## src/rtl/ic_pkg.sv

```systemverilog
// Shared definitions for the count/restore controller: command op codes,
// FSM state encodings and small op-decode helpers used by the top level.
package ic_pkg;

    // Command op codes as carried on cmd_op
    typedef enum logic [2:0] {
        OP_NOP        = 3'd0,
        OP_INC1       = 3'd1,
        OP_INC2       = 3'd2,
        OP_DEC1       = 3'd3,
        OP_DEC2       = 3'd4,
        OP_LOAD       = 3'd5,
        OP_RESTORE    = 3'd6,
        OP_CLEAR_HIST = 3'd7
    } ic_op_e;

    // Controller FSM states
    typedef enum logic [0:0] {
        ST_IDLE = 1'b0,
        ST_EXEC = 1'b1
    } ic_state_e;

    // True for ops that go through the external inc/dec unit
    function automatic logic op_is_arith(input ic_op_e op);
        return (op == OP_INC1) || (op == OP_INC2) ||
               (op == OP_DEC1) || (op == OP_DEC2);
    endfunction

    // True for the decrementing ops (drives the unit direction)
    function automatic logic op_is_dec(input ic_op_e op);
        return (op == OP_DEC1) || (op == OP_DEC2);
    endfunction

    // True for the two-step ops (drives the unit step size)
    function automatic logic op_is_two(input ic_op_e op);
        return (op == OP_INC2) || (op == OP_DEC2);
    endfunction

    // True for ops that change the value and therefore save the old one
    function automatic logic op_pushes(input ic_op_e op);
        return op_is_arith(op) || (op == OP_LOAD);
    endfunction

endpackage

```

## src/rtl/ic_history_stack.sv

```systemverilog
// DEPTH x W LIFO holding previous count values. Implemented as a circular
// buffer: a push onto a full stack lands on the oldest slot, so the oldest
// value is silently dropped and the level saturates at DEPTH.
module ic_history_stack #(
    parameter int W     = 8,
    parameter int DEPTH = 4
) (
    input  logic                   clk,
    input  logic                   rst_n,
    input  logic                   push,
    input  logic                   pop,
    input  logic                   clear,
    input  logic [W-1:0]           din,
    output logic [W-1:0]           dout,
    output logic [$clog2(DEPTH):0] level
);

    localparam int AW = $clog2(DEPTH);
    localparam int LW = AW + 1;

    logic [W-1:0]  mem_q [DEPTH];
    logic [AW-1:0] wp_q;
    logic [AW-1:0] top_idx_s;
    logic [LW-1:0] level_q;
    logic          full_s;
    logic          empty_s;

    assign top_idx_s = wp_q - {{(AW-1){1'b0}}, 1'b1};
    assign full_s    = (level_q == LW'(DEPTH));
    assign empty_s   = (level_q == {LW{1'b0}});
    assign dout      = mem_q[top_idx_s];
    assign level     = level_q;

    // Pointer and occupancy: clear wins, then push, then pop
    always_ff @(posedge clk) begin
        if (!rst_n) begin
            wp_q    <= {AW{1'b0}};
            level_q <= {LW{1'b0}};
        end else if (clear) begin
            wp_q    <= {AW{1'b0}};
            level_q <= {LW{1'b0}};
        end else if (push) begin
            wp_q <= wp_q + {{(AW-1){1'b0}}, 1'b1};
            if (!full_s) begin
                level_q <= level_q + {{(LW-1){1'b0}}, 1'b1};
            end else begin
                level_q <= level_q;
            end
        end else if (pop && !empty_s) begin
            wp_q    <= top_idx_s;
            level_q <= level_q - {{(LW-1){1'b0}}, 1'b1};
        end else begin
            wp_q    <= wp_q;
            level_q <= level_q;
        end
    end

    // Storage write; contents need no reset since level gates their use
    always_ff @(posedge clk) begin
        if (rst_n && !clear && push) begin
            mem_q[wp_q] <= din;
        end
    end

endmodule

```

## src/rtl/ic_count_restore_ctrl.sv

```systemverilog
// Sequential owner of the count value. Drives the external combinational
// inc/dec unit, captures its result, and keeps a history stack so RESTORE
// can undo the most recent value-changing command. One command is accepted
// in IDLE, executed in EXEC, and answered with a one-cycle rsp_valid.
module ic_count_restore_ctrl
    import ic_pkg::*;
#(
    parameter int N     = 7,
    parameter int DEPTH = 4
) (
    input  logic                   clk,
    input  logic                   rst_n,
    input  logic                   cmd_valid,
    output logic                   cmd_ready,
    input  logic [2:0]             cmd_op,
    input  logic [N:0]             cmd_data,
    output logic [N:0]             count_o,
    output logic [N:0]             ic_count,
    output logic                   ic_dec_inc,
    output logic                   ic_one_two,
    output logic                   ic_enable,
    input  logic [N:0]             ic_result,
    input  logic                   ic_carry,
    output logic                   rsp_valid,
    output logic                   rsp_wrap,
    output logic                   rsp_err,
    output logic [$clog2(DEPTH):0] hist_level
);

    localparam int LW = $clog2(DEPTH) + 1;

    ic_state_e     state_q;
    ic_op_e        op_q;
    logic [N:0]    data_q;
    logic [N:0]    count_q;
    logic [N:0]    count_d;
    logic          rsp_valid_q;
    logic          rsp_wrap_q;
    logic          rsp_wrap_d;
    logic          rsp_err_q;
    logic          rsp_err_d;

    logic          exec_s;
    logic          arith_s;
    logic          accept_s;
    logic          hist_empty_s;
    logic          push_s;
    logic          pop_s;
    logic          clear_s;
    logic [N:0]    hist_dout_s;
    logic [LW-1:0] hist_level_s;

    assign exec_s       = (state_q == ST_EXEC);
    assign arith_s      = exec_s && op_is_arith(op_q);
    assign cmd_ready    = (state_q == ST_IDLE) && rst_n;
    assign accept_s     = cmd_valid && cmd_ready;
    assign hist_empty_s = (hist_level_s == {LW{1'b0}});

    // History control is only ever active in EXEC, and at most one at a time
    assign push_s  = exec_s && op_pushes(op_q);
    assign pop_s   = exec_s && (op_q == OP_RESTORE) && !hist_empty_s;
    assign clear_s = exec_s && (op_q == OP_CLEAR_HIST);

    // Outside an arithmetic EXEC the unit is a plain buffer of the count
    assign ic_enable  = arith_s;
    assign ic_dec_inc = arith_s && op_is_dec(op_q);
    assign ic_one_two = arith_s && op_is_two(op_q);
    assign ic_count   = count_q;

    assign count_o    = count_q;
    assign rsp_valid  = rsp_valid_q;
    assign rsp_wrap   = rsp_wrap_q;
    assign rsp_err    = rsp_err_q;
    assign hist_level = hist_level_s;

    ic_history_stack #(
        .W     (N + 1),
        .DEPTH (DEPTH)
    ) u_hist (
        .clk   (clk),
        .rst_n (rst_n),
        .push  (push_s),
        .pop   (pop_s),
        .clear (clear_s),
        .din   (count_q),
        .dout  (hist_dout_s),
        .level (hist_level_s)
    );

    // Result of the registered op, consumed only at the end of EXEC
    always_comb begin
        count_d    = count_q;
        rsp_wrap_d = 1'b0;
        rsp_err_d  = 1'b0;
        case (op_q)
            OP_INC1, OP_INC2, OP_DEC1, OP_DEC2: begin
                count_d    = ic_result;
                rsp_wrap_d = ic_carry;
            end
            OP_LOAD: begin
                count_d = data_q;
            end
            OP_RESTORE: begin
                if (!hist_empty_s) begin
                    count_d = hist_dout_s;
                end else begin
                    rsp_err_d = 1'b1;
                end
            end
            default: begin
                count_d = count_q;
            end
        endcase
    end

    // Controller FSM with count and response registers
    always_ff @(posedge clk) begin
        if (!rst_n) begin
            state_q     <= ST_IDLE;
            op_q        <= OP_NOP;
            data_q      <= {(N+1){1'b0}};
            count_q     <= {(N+1){1'b0}};
            rsp_valid_q <= 1'b0;
            rsp_wrap_q  <= 1'b0;
            rsp_err_q   <= 1'b0;
        end else begin
            rsp_valid_q <= 1'b0;
            rsp_wrap_q  <= 1'b0;
            rsp_err_q   <= 1'b0;
            case (state_q)
                ST_IDLE: begin
                    if (accept_s) begin
                        state_q <= ST_EXEC;
                        op_q    <= ic_op_e'(cmd_op);
                        data_q  <= cmd_data;
                    end else begin
                        state_q <= ST_IDLE;
                    end
                end
                ST_EXEC: begin
                    state_q     <= ST_IDLE;
                    count_q     <= count_d;
                    rsp_valid_q <= 1'b1;
                    rsp_wrap_q  <= rsp_wrap_d;
                    rsp_err_q   <= rsp_err_d;
                end
                default: begin
                    state_q <= ST_IDLE;
                end
            endcase
        end
    end

endmodule

```

## config.mk

```make
export PLATFORM = sky130hd
export DESIGN_NAME = ic_count_restore_ctrl
export DESIGN_NICKNAME = d
export VERILOG_FILES = /design/src/rtl/ic_pkg.sv /design/src/rtl/ic_history_stack.sv /design/src/rtl/ic_count_restore_ctrl.sv
export SDC_FILE = /design/constraint.sdc
export NUM_CORES = 1
export LEC_CHECK = 0
export ABC_CLOCK_PERIOD_IN_PS = 3140
export BUFFER_PORTS_ARGS = -buffer_cell sky130_fd_sc_hd__buf_2
export CORE_ASPECT_RATIO = 2
export CORE_UTILIZATION = 55
export DETAILED_ROUTE_END_ITERATION = 8
export PLACE_DENSITY = 0.9
export SYNTH_ARGS = -nofsm -noshare
export SYNTH_HDL_FRONTEND = slang
export SYNTH_SLANG_ARGS = --single-unit
```

## constraint.sdc

```tcl
create_clock -name clk -period 3.14 [get_ports clk]
set_clock_uncertainty 0.2 [all_clocks]
set_input_delay 0.157 -clock clk [delete_from_list [all_inputs] [get_ports clk]]
set_output_delay 0.157 -clock clk [all_outputs]
set_load 0.01 [all_outputs]
```

Word-level counts from Yosys, hierarchy flattened
Memory sizes are Yosys's and may differ from the RTL's.
Index checks and enable logic that the tools add are counted.
- register bits: 28
- bits in writable memories: 32
- bits of input ports: 23
- logic and storage cells: 69
- memories kept: 1
- $add $sub $neg: 4
- equality and inequality tests: 10
- muxes and demuxes: 13
- bitwise operators: 2
- reductions and logical operators: 30
- memory list (memory ; depth ; width ; rd ports ; clocked after Yosys merged registers in ; wr ports ; RTL line ; RTL):
    u_hist.mem_q ; 4 ; 8 ; 1 ; 0 ; 1 ; ic_history_stack.sv:21 ; logic [W-1:0] mem_q [DEPTH];
- operators by type and width (cell ; count):
    8-bit case mux with 3 select lines ; 1
    3-bit equality test (second input constant) ; 5
    1-bit logical AND ; 12
    3-bit 2-to-1 mux ; 3
    3-bit AND reduction ; 3
    8-bit 2-to-1 mux ; 1
    3-bit by 2-bit equality test with 1-bit output (second input constant) ; 2
    1-bit logical OR ; 6
    1-bit 2-to-1 mux ; 5
    2-bit 2-to-1 mux ; 2
    2-bit != test (second input constant) ; 2
    2-bit AND reduction ; 2
    4-bit OR reduction ; 1
    3-bit by 1-bit adder with 3-bit output (second input constant) ; 1
    3-bit by 1-bit equality test with 1-bit output (second input constant) ; 1
    3-bit logical NOT ; 1
    3-bit nonzero test ; 1
    3-bit by 1-bit subtractor with 3-bit output (second input constant) ; 1
    2-bit by 1-bit adder with 2-bit output (second input constant) ; 1
    1-bit logical NOT ; 2
    1-bit inverter ; 2
    1-bit case mux with 2 select lines ; 1
    2-bit nonzero test ; 1
    2-bit OR reduction ; 1
    2-bit by 1-bit subtractor with 2-bit output (second input constant) ; 1

Logic depth before layout (Yosys ltp)
Gate-level depths: netlist of run 1.
- word-level depth: 9
- mapped depth: 10

Hierarchy
A second synthesis of run 1 with hierarchy kept.
- cell total of the unflattened synthesis: 233
- area, all modules: 2842.7 µm²
- by module, submodules not included (module ; times used ; cells an instance ; area an instance (µm²) ; sequential area each (µm²)):
    ic_history_stack ; 1 ; 84 ; 1536.5 ; 1061.0
    ic_count_restore_ctrl ; 1 ; 149 ; 1306.3 ; 460.4

Least setup slack after synthesis of run 1
Ideal clock, no wire load.
- path kind: register to register
- start: register u_hist.wp_q[0]
- end: register count_q[2], in the netlist count_o[2]
- library setup time: 0.141 ns
- arrival: 2.093 ns
- required time: 2.799 ns
- setup slack: 0.706 ns
- stages on the path, launching flop included: 9
- clock period less this slack: 2.434 ns
- path through: dfxtp_1 -> buf_2 -> inv_1 -> ha_1 -> clkbuf_1 -> mux4_2 -> and3_1 -> a221oi_1 -> a211oi_1
- word-level cells in the longest chain between the ends: 4
- ends and longest elaborated chain (what ; RTL line ; RTL):
    from (decl) ; ic_history_stack.sv:22 ; logic [AW-1:0] wp_q;
    from (signal assigned) ; ic_history_stack.sv:37 ; wp_q <= {AW{1'b0}};
    from (signal assigned) ; ic_history_stack.sv:40 ; wp_q <= {AW{1'b0}};
    from (signal assigned) ; ic_history_stack.sv:43 ; wp_q <= wp_q + {{(AW-1){1'b0}}, 1'b1};
    2-bit by 1-bit subtractor with 2-bit output ; ic_history_stack.sv:28 ; assign top_idx_s = wp_q - {{(AW-1){1'b0}}, 1'b1};
    memory read 4 x 8 bit ; - ;
    8-bit 2-to-1 mux ; ic_count_restore_ctrl.sv:104 ; if (!hist_empty_s) begin
    8-bit case mux with 3 select lines ; ic_count_restore_ctrl.sv:95 ; case (op_q)
    to (signal assigned) ; ic_count_restore_ctrl.sv:122 ; count_q <= {(N+1){1'b0}};
    to (signal assigned) ; ic_count_restore_ctrl.sv:142 ; count_q <= count_d;
    to (decl) ; ic_count_restore_ctrl.sv:35 ; logic [N:0] count_q;
No other way between the ends. The select of a mux whose other input is x is not followed.
A chain may end at the register's enable or synchronous reset.

Final worst setup path of run 1
- start: register op_q[1]
- end: register u_hist.level_q[2], in the netlist u_hist.level[2]
- word-level cells in the longest chain between the ends: 8
- elaborated cells between the ends (all ways): 21
- ends and longest elaborated chain (what ; RTL line ; RTL):
    from (decl) ; ic_count_restore_ctrl.sv:33 ; ic_op_e op_q;
    from (signal assigned) ; ic_count_restore_ctrl.sv:134 ; op_q <= ic_op_e'(cmd_op);
    3-bit by 1-bit equality test with 1-bit output / 3-bit by 2-bit equality test with 1-bit output (equally long branches) ; ic_pkg.sv:25 ; return (op == OP_INC1) || (op == OP_INC2) ||
    1-bit logical OR (2 in a row) ; ic_pkg.sv:25 ;
    1-bit logical OR ; ic_pkg.sv:26 ; (op == OP_DEC1) || (op == OP_DEC2);
    1-bit logical OR ; ic_pkg.sv:41 ; return op_is_arith(op) || (op == OP_LOAD);
    1-bit logical AND ; ic_count_restore_ctrl.sv:60 ; assign push_s = exec_s && op_pushes(op_q);
    2-bit != test (no line) / 2-bit nonzero test (equally long branches) ; - ;
    2-bit AND reduction (no line) ; - ;
    to (signal assigned) ; ic_history_stack.sv:38 ; level_q <= {LW{1'b0}};
    to (signal assigned) ; ic_history_stack.sv:41 ; level_q <= {LW{1'b0}};
    to (signal assigned) ; ic_history_stack.sv:45 ; level_q <= level_q + {{(LW-1){1'b0}}, 1'b1};
    to (decl) ; ic_history_stack.sv:24 ; logic [LW-1:0] level_q;
Several ways; a longest one is shown, not always the timed one.

==> impl_metrics.py, run 1 <==
metrics = {
    "critical_path": {
        "cpLargestDelayFamily": "compound AO/OA/AOI/OAI gates",
        "crit_buf_inv": 0,
        "worst_path_max_delay_cell": "o31ai_2",
        "crit_chain": "o31ai_2 -> nor2_1 -> xnor2_1 -> ha_1 -> or3b_1 -> a2111oi_2 -> mux2i_1",
        "cp-start-kind": "flop",
        "end_kind": "flop",
        "worstPathMaxFanout": 16,
        "cp.required_ns": 3.21,
        "critPathArrivalTime_ns": 2.74,
        "crit_type": "flop to flop",
        "crit_path_max_incr_delay_ns": 0.50,
    },
    "cts": {
        "path_clk_slew_ns": 0.06,
        "clock-sinks": 60,
        "clk_path_buf_depth": 2,
        "clock-root-buffer": "clkbuf_8",
        "cts-buffers-inserted": 9,
        "clock_latency_ns": 0.34,
        "ctsResizeCount": 0,
        "htree_levels": 3,
        "cts_tree": "yes",
    },
    "run": {
        "maxCapViolCount": 0,
    },
    "power_and_ir_drop": {
        "ir_worst_vdd_v": 0.0004056,
        "powerDensity_nw_per_um2": 521.0,
        "p_leak_nw": 1.204,
    },
    "timing": {
        "worst_slew_pin_slew_ns": 0.6084,
        "setup-tns-final_ns": 0,
        "fmax_ghz": 0.3745,
        "period_needed_ns": 2.670,
        "max_slew_margin_pct": 59.01,
        "whs_ns": 0.06786,
        "rsz0062_at_grt": "no",
        "drv_slew": 0,
        "final_hold_viol_count": 0,
        "fin_crit_sh_pct": 85.03,
        "setup_viol": 0,
    },
    "yosys": {
        "yosysTopAreaCell": "edfxtp_1",
        "synthDominantCellAreaShare_pct": 36.33,
        "ys_types": 41,
        "synth_nets": 255,
        "synth-edff-count": 32,
        "syn_area_um2": 2645,
        "yosys_warnings": 0,
        "synth_cells": 227,
        "ys.flop_type": "edfxtp_1",
        "synth.area.top_cells": "edfxtp_1 36%, dfxtp_1 21%, mux4_2 6.8%, nand2_1 4.7%, o21ai_0 3.6%",
        "seq_area_frac_synth_pct": 57.52,
        "synth.avg_cell_area_um2": 11.65,
        "synth-seq-cells": 60,
        "ys_async_sr_fraction_pct": 0,
    },
    "finish": {
        "final_common_cell": "buf_2",
        "nFillCells": 351,
        "final_cell_area_um2": 3231,
        "nets": 316,
        "final_cell_mix": "48 x buf_2, 33 x nand2_1, 32 x edfxtp_1",
        "instances_no_fill": 348,
        "drive_gt1_share_pct": 26.62,
        "antenna_cells": 0,
        "area_delta_synth_final_pct": 22.14,
    },
    "routing": {
        "wl_um": 5780,
        "drcViolationCount": 0,
        "drt_iter0_markers": 52,
        "avgViaCountPerCell": 5.739,
        "drt_first_pass_iters": 4,
        "vias": 1997,
        "ant_nets": 0,
        "wl_per_cell_um": 16.61,
    },
    "die": {
        "die_y_um": 100.1,
        "floorplan.initialDensity_pct": 57.52,
        "row_count": 35,
        "die_area_um2": 5107,
        "fp.dieW_um": 51.04,
        "core_area_um2": 4598,
        "ioPinCount": 49,
    },
    "grt": {
        "grt_overflow_total": 0,
        "grt_usage_pct": 26.27,
        "grt_pass1_wl_um": 9591,
        "grt_max_degree": 25,
        "grt_pass1_vias": 2093,
        "antenna_found_initial": 0,
    },
    "outcome": {
        "status": "complete, no violations",
    },
    "placed_design": {
        "dp_hpwl_um": 3944,
        "io_buffers": 48,
        "gp_congestion": 0.9095,
        "dpl_cell_area_um2": 2858,
        "dp_cells": 313,
    },
    "min_path": {
        "min_path_type": "input pin to flop",
    },
}
[worst min-delay path, stage by stage]
cell and delay (ns):
buf_2 0.11, a221oi_1 0.09, a211oi_1 0.21
[cells by family after synthesis]
| group | Yosys count | share of synthesized area [%] |
|---|---|---|
| muxes | 9 | 7.190 |
| and+or+nand+nor | 69 | 13.10 |
| AOI/OAI and AO/OA | 56 | 13.67 |
| xor gates and xnor gates | 2 | 0.6624 |
| adders and majority gates | 5 | 2.365 |
| buffers and inverters | 26 | 5.487 |
| DFF | 60 | 57.52 |
[per-layer routing]
layer | global-route usage, % | vias to the layer above | wire length (um)
met3 | 8.030 | 25 | 292
met5 | 0 | - | 0
met4 | 17.52 | 0 | 316
li1 | - | 951 | -
met2 | 44.43 | 85 | 3016
met1 | 26.85 | 936 | 2155
[report_power, final]
group	leakage [nW]	internal [W]	switching, W
clock	0.0965	0.000349	0.000286
sequential	0.485	0.000848	0.0000255
combinational	0.622	0.0000820	0.0000928
total	1.20	0.00128	0.000404
[path summary, 6_finish.rpt]
path / to / slack, ns / start / cells past startpoint
worst min-delay path: count_o[2] / 0.07 / ic_result[2] / 3
worst max-delay path: u_hist.level[2] / 0.47 / op_q[1] / 7
worst max register to register: u_hist.level[2] / 0.47 / op_q[1] / 7
worst min register to register: data_q[4] / 0.27 / data_q[4] / 2
[sequential cells by signal, indices dropped and copies added, names as in the netlist]
name,count
u_hist.wp_q,2
op_q,3
exec_s,1
u_hist.mem_q,32
rsp_wrap,1
rsp_valid,1
data_q,8
rsp_err,1
u_hist.level,3
count_o,8
[synth_stat cells, types with 2 or more instances]
master     count
ha_1           5
dfxtp_1       28
nand2_1       33
o21ai_0       19
and2_1         7
inv_1          5
edfxtp_1      32
nor3_1         3
and4_1         2
nand2b_1       2
o2bb2ai_1      7
nand3_1        4
o31ai_1        3
nor2_1         5
a21oi_1        7
and3_1         3
o22ai_1       14
buf_6          2
mux4_2         8
clkbuf_1       9
or3b_1         2
buf_4          8
[repair_timing]
action,4_1_cts,5_1_grt
setup buffers,0,0
hold buffers,19,0
endpoints found under the hold margin,19,0
[through the flow]
stage               worst slack, ns  total power, W  utilization [%]
floorplan                    0.7057       0.0009925                -
global placement             0.6167        0.001038            62.15
detailed placement           0.5369        0.001044            62.15
CTS                          0.4902        0.001689            70.26
global route                 0.2984        0.001750            70.26
finish                       0.4701        0.001683            70.26
[layout make-up]
type	count	area, um2	share of cell area, %
Multi-Input combinational cell	141	978.4	30.29
Tap cell	55	68.82	2.130
Inverter	5	18.77	0.5809
Clock inverter	2	10.01	0.3098
Sequential cell	60	1521	47.10
Clock buffer	14	172.7	5.345
Timing Repair Buffer	71	460.4	14.25
No activity file was read; power rests on OpenSTA's default activity.
==> run 2, diff against run 1 <==
--- a/config.mk
+++ b/config.mk
@@ -10,6 +10,7 @@
 export CORE_ASPECT_RATIO = 2
 export CORE_UTILIZATION = 55
 export DETAILED_ROUTE_END_ITERATION = 8
+export HOLD_SLACK_MARGIN = 0.08
 export PLACE_DENSITY = 0.9
 export SYNTH_ARGS = -nofsm -noshare
 export SYNTH_HDL_FRONTEND = slang
==> impl_metrics.py, run 2 (synthesis gave the netlist of run 1 again) <==
metrics = {
    "outcome": {
        "status": "complete, no violations",
    },
    "die": {
        "row_count": 35,
        "die_y_um": 100.1,
        "die_area_um2": 5107,
        "core_area_um2": 4598,
        "floorplan.initialDensity_pct": 57.52,
        "ioPinCount": 49,
        "fp.dieW_um": 51.04,
    },
    "critical_path": {
        "critPathArrivalTime_ns": 2.74,
        "cp-start-kind": "flop",
        "crit_buf_inv": 0,
        "end_kind": "flop",
        "startpoint": "op_q[1]",
        "worst_path_max_delay_cell": "o31ai_2",
        "r2r_slack_ns": 0.47,
        "worstPathMaxFanout": 16,
        "crit_type": "flop to flop",
        "crit_path_max_incr_delay_ns": 0.50,
        "cp.required_ns": 3.21,
        "crit_chain": "o31ai_2 -> nor2_1 -> xnor2_1 -> ha_1 -> or3b_1 -> a2111oi_2 -> mux2i_1",
        "reg2reg_from": "op_q[1]",
        "cpLargestDelayFamily": "compound AO/OA/AOI/OAI gates",
    },
    "grt": {
        "grt_pass1_vias": 2084,
        "antenna_found_initial": 0,
        "grt_overflow_total": 0,
        "grt_pass1_wl_um": 9694,
        "grt_usage_pct": 26.45,
        "grt_max_degree": 25,
    },
    "cts": {
        "clock-root-buffer": "clkbuf_8",
        "ctsResizeCount": 0,
        "clock-sinks": 60,
        "cts-buffers-inserted": 9,
        "cts_setup_buffers": 0,
        "clk_path_buf_depth": 2,
        "path_clk_slew_ns": 0.07,
        "clock_latency_ns": 0.33,
        "htree_levels": 3,
        "cts_tree": "yes",
    },
    "routing": {
        "avgViaCountPerCell": 5.740,
        "wl_um": 5877,
        "drt_iter0_markers": 62,
        "drt_first_pass_iters": 4,
        "vias": 2032,
        "drcViolationCount": 0,
        "ant_nets": 0,
        "wl_per_cell_um": 16.60,
    },
    "min_path": {
        "min_path_type": "input pin to flop",
        "hp-start": "rst_n",
    },
    "finish": {
        "largest_register_ffs": 32,
        "area_delta_synth_final_pct": 24.41,
        "drive_gt1_share_pct": 26.09,
        "instances_no_fill": 354,
        "nets": 322,
        "final_common_cell": "buf_2",
        "antenna_cells": 0,
        "multi_input_area_um2": 978.4,
        "nFillCells": 338,
        "seq_area_um2": 1521,
        "largest-register": "u_hist.mem_q",
        "final_cell_mix": "48 x buf_2, 33 x nand2_1, 32 x edfxtp_1",
    },
    "timing": {
        "fmax_ghz": 0.3742,
        "period_needed_ns": 2.672,
        "drv_slew": 0,
        "fin_crit_sh_pct": 85.11,
        "setup-tns-final_ns": 0,
        "final_hold_viol_count": 0,
        "rsz0062_at_grt": "no",
        "setup_viol": 0,
        "worst_slew_pin_slew_ns": 0.6347,
        "max_slew_margin_pct": 57.67,
    },
    "power_and_ir_drop": {
        "powerDensity_nw_per_um2": 512.3,
        "p_leak_nw": 1.238,
        "ir_worst_vdd_v": 0.0004128,
    },
    "placed_design": {
        "dp_hpwl_um": 3944,
        "io_buffers": 48,
        "dp_cells": 313,
        "gp_congestion": 0.9095,
    },
    "run": {
        "maxCapViolCount": 0,
    },
}
-- run 2: cell types whose count changed in the layout (fill, tap and decap cells not counted) --
| cell | delta |
|---|---|
| dlygate4sd3_1 | +6 |
-- run 2: layer usage --
| metal | track usage [%] | up-vias | wire [um] |
|---|---|---|---|
| met5 | 0 | - | 0 |
| met4 | 14.96 | 0 | 246 |
| met3 | 7.121 | 21 | 292 |
| met2 | 45.34 | 69 | 3134 |
| met1 | 28.37 | 977 | 2204 |
| li1 | - | 965 | - |
-- run 2: path summary, 6_finish.rpt --
path | endpoint | cells past startpoint
setup / recovery | u_hist.level[2] | 7
hold / removal | data_q[0] | 3
setup reg to reg | u_hist.level[2] | 7
hold reg to reg | data_q[2] | 2
-- run 2: stage by stage --
stage | cell area [um2] | util [%] | power (W) | worst slack [ns] | hold WS, ns
5_1_grt | 3291 | 71.56 | 0.001759 | 0.3028 | 0.1255
4_1_cts | 3291 | 71.56 | 0.001696 | 0.4902 | 0.08727
6_report | 3291 | 71.56 | 0.001686 | 0.4676 | 0.1030
3_3_place_gp | 2858 | 62.15 | 0.001038 | 0.6167 | 0.1531
3_5_place_dp | 2858 | 62.15 | 0.001044 | 0.5369 | 0.1632
2_1_floorplan | 2645 | - | 0.0009925 | 0.7057 | 0.06548
-- run 2: worst register-to-register path, stage by stage, from the launching register on --
cell and delay, ns:
dfxtp_1 0.45, o31ai_2 0.50, nor2_1 0.10, xnor2_1 0.16, ha_1 0.19, or3b_1 0.37
a2111oi_2 0.41, mux2i_1 0.22
-- run 2: layout make-up --
class | instances | area share, %
Sequential cell | 60 | 46.24
Multi-Input combinational cell | 141 | 29.73
Timing Repair Buffer | 77 | 15.82
Clock buffer | 14 | 5.247
Tap cell | 55 | 2.091
Inverter | 5 | 0.5703
Clock inverter | 2 | 0.3042
-- run 2: power by group --
group	switching (W)	internal, W	total [W]
sequential	0.0000253	0.000848	0.000873
combinational	0.0000953	0.0000883	0.000184
clock	0.000280	0.000349	0.000629
total	0.000401	0.00129	0.00169
-- run 2: repair_timing --
| item | 4_1_cts | 5_1_grt |
|---|---|---|
| endpoints found under the setup margin | 0 | 0 |
| hold endpoints to repair | 20 | 0 |
| hold buffers | 25 | 0 |
==> run 3, diff against run 2 <==
--- a/config.mk
+++ b/config.mk
@@ -5,6 +5,7 @@
 export SDC_FILE = /design/constraint.sdc
 export NUM_CORES = 1
 export LEC_CHECK = 0
+export ABC_AREA = 1
 export ABC_CLOCK_PERIOD_IN_PS = 3140
 export BUFFER_PORTS_ARGS = -buffer_cell sky130_fd_sc_hd__buf_2
 export CORE_ASPECT_RATIO = 2
==> impl_metrics.py, run 3 <==
metrics = {
    "power_and_ir_drop": {
        "powerDensity_nw_per_um2": 510.7,
        "p_leak_nw": 1.539,
        "ir_worst_vdd_v": 0.0005173,
    },
    "cts": {
        "path_clk_slew_ns": 0.06,
        "clock-root-buffer": "clkbuf_8",
        "cts-buffers-inserted": 9,
        "clock_latency_ns": 0.35,
        "ctsResizeCount": 0,
        "htree_levels": 3,
        "clock-sinks": 60,
        "cts_tree": "yes",
        "clk_path_buf_depth": 2,
    },
    "outcome": {
        "status": "complete, no violations",
    },
    "critical_path": {
        "critPathArrivalTime_ns": 2.48,
        "cpLargestDelayFamily": "buffers and inverters",
        "cp.required_ns": 2.92,
        "reg2reg_from": "u_hist.wp_q[0]",
        "crit_type": "input pin to flop",
        "worstPathMaxFanout": 18,
        "crit_chain": "dlygate4sd3_1 -> buf_2 -> inv_1 -> a21oi_1 -> nand2_1 -> nor2_1",
        "worst_path_max_delay_cell": "nor2_1",
        "crit_buf_inv": 3,
        "end_kind": "flop",
        "cp-start-kind": "input pin",
        "startpoint": "rst_n",
        "crit_path_max_incr_delay_ns": 0.61,
    },
    "min_path": {
        "hp-start": "cmd_valid",
        "min_path_type": "input pin to flop",
    },
    "yosys": {
        "synthDominantCellAreaShare_pct": 35.87,
        "synth-edff-count": 32,
        "yosys.area_share.simple_pct": 27.23,
        "yosysTopAreaCell": "edfxtp_1",
        "ys.flop_type": "edfxtp_1",
        "yosys_warnings": 0,
        "seq_area_frac_synth_pct": 56.80,
        "synth-xor-area-share_pct": 0.3270,
        "synth_most_common_cell": "nand2_1",
        "yosys-top-cells-count": "82 x nand2_1, 39 x nand3_1, 32 x edfxtp_1",
        "syn_area_um2": 2679,
        "synth_top_family_by_area": "simple AND/OR/NAND/NOR gates",
        "synth-seq-cells": 60,
        "ys_types": 28,
        "synth_compound_area_share_pct": 6.212,
        "synth_nets": 322,
        "synth.area.top_cells": "edfxtp_1 36%, dfxtp_1 21%, nand2_1 11%, nand3_1 7.3%, nor2_1 4.1%",
        "synthAdderAreaFrac_pct": 2.335,
        "synth_cells": 294,
        "ys_async_sr_fraction_pct": 0,
        "synthMuxAreaShare_pct": 0,
        "synth.avg_cell_area_um2": 9.112,
    },
    "timing": {
        "layout_setup_ws_ns": 0.4382,
        "setup_viol": 0,
        "setup-tns-final_ns": 0,
        "worst_slew_pin_slew_ns": 0.7263,
        "rsz0062_at_grt": "no",
        "fin_crit_sh_pct": 86.04,
        "final_hold_viol_count": 0,
        "max_slew_margin_pct": 51.40,
        "fmax_ghz": 0.3701,
        "drv_slew": 0,
        "period_needed_ns": 2.702,
    },
    "grt": {
        "grt_pass1_wl_um": 12430,
        "grt_usage_pct": 35.09,
        "antenna_found_initial": 1,
        "grt_max_degree": 20,
        "grt_overflow_total": 0,
        "grt_pass1_vias": 2545,
    },
    "die": {
        "ioPinCount": 49,
        "fp.dieW_um": 51.35,
        "floorplan.initialDensity_pct": 57.71,
        "core_area_um2": 4642,
        "die_y_um": 100.7,
        "die_area_um2": 5171,
        "row_count": 35,
    },
    "routing": {
        "wl_per_cell_um": 18.78,
        "drcViolationCount": 0,
        "drt_first_pass_iters": 5,
        "wl_um": 8151,
        "ant_nets": 0,
        "drt_iter0_markers": 159,
        "vias": 2522,
        "avgViaCountPerCell": 5.811,
    },
    "finish": {
        "nets": 402,
        "drive_gt1_share_pct": 19.84,
        "fin_util_pct": 73.91,
        "final_common_cell": "nand2_1",
        "final_cell_mix": "82 x nand2_1, 48 x buf_2, 39 x nand3_1",
        "largest-register": "u_hist.mem_q",
        "largest_register_ffs": 32,
        "area_delta_synth_final_pct": 28.07,
    },
    "run": {
        "maxCapViolCount": 0,
    },
    "placed_design": {
        "dp_hpwl_um": 4682,
        "pre_cts_ws_ns": 0.8237,
        "gp_congestion": 0.8594,
        "io_buffers": 48,
    },
}
run 3: changes by cell type in the layout (fill, tap and decap cells not counted), moves of 7 or more:
cell,before,now
nand3_1,4,39
nor2_1,5,29
inv_1,5,15
nand2_1,33,82
mux4_2,8,0
and2_1,7,0
dlygate4sd3_1,25,37
o2bb2ai_1,7,0
o22ai_1,14,0
run 3: power by group:
| group | total [W] | internal, W | switching [W] |
|---|---|---|---|
| Sequential | 0.000886 | 0.000853 | 0.0000329 |
| Combinational | 0.000220 | 0.0000939 | 0.000126 |
| Clock | 0.000647 | 0.000359 | 0.000288 |
| Total | 0.00175 | 0.00131 | 0.000447 |
run 3: routing by layer:
layer | track usage (%) | part of all wire, %
met2 | 60.12 | 51
met4 | 34.51 | 11
met1 | 31.46 | 31
met3 | 8.446 | 6.7
met5 | 0 | 0
run 3: worst paths after layout:
kind | cells after the start | slack [ns] | to
setup reg to reg | 9 | 0.49 | count_o[3]
setup / recovery | 6 | 0.44 | u_hist.mem_q[2][7]
hold / removal | 4 | 0.10 | op_q[2]
hold reg to reg | 2 | 0.37 | u_hist.level[2]
run 3: cell type report:
cell class | instances | area, um2
sequential | 60 | 1521
inverter | 19 | 71.32
antenna | 1 | 2.502
multi-input combinational | 197 | 967.2
fill | 307 | 1211
tap | 55 | 68.82
timing repair buffer | 87 | 625.6
clock buffer | 12 | 135.1
clock inverter | 3 | 38.79
run 3: what timing repair did:
action / 4_1_cts / 5_1_grt
buffers inserted: 0 / 0
endpoints found under the hold margin: 21 / 0
hold buffers: 37 / 0
setup endpoints to repair: 0 / 0
run 3: worst min-delay path: cells and delay by family:
| family | cells | cell delay (ns) |
|---|---|---|
| buffers and inverters | 1 | 0.09 |
| AOI/OAI and AO/OA | 1 | 0.07 |
| and+or+nand+nor | 2 | 0.27 |
run 3: cell families after synthesis:
kind of cell,count (synthesis)
compound gates,30
xor+xnor,1
fa+ha+maj,5
buf+inv,37
flops,60
simple gates,161
run 3: metrics by stage:
stage / hold slack, ns / instance area (um2) / total power [W] / cells
after floorplan: 0.06966 / 2679 / 0.001009 / 294
after global placement: 0.1596 / 2884 / 0.001056 / 381
after detailed placement: 0.1646 / 2884 / 0.001063 / 381
after CTS: 0.08176 / 3428 / 0.001726 / 433
after global routing: 0.1331 / 3431 / 0.001792 / 434
final: 0.1042 / 3431 / 0.001752 / 434
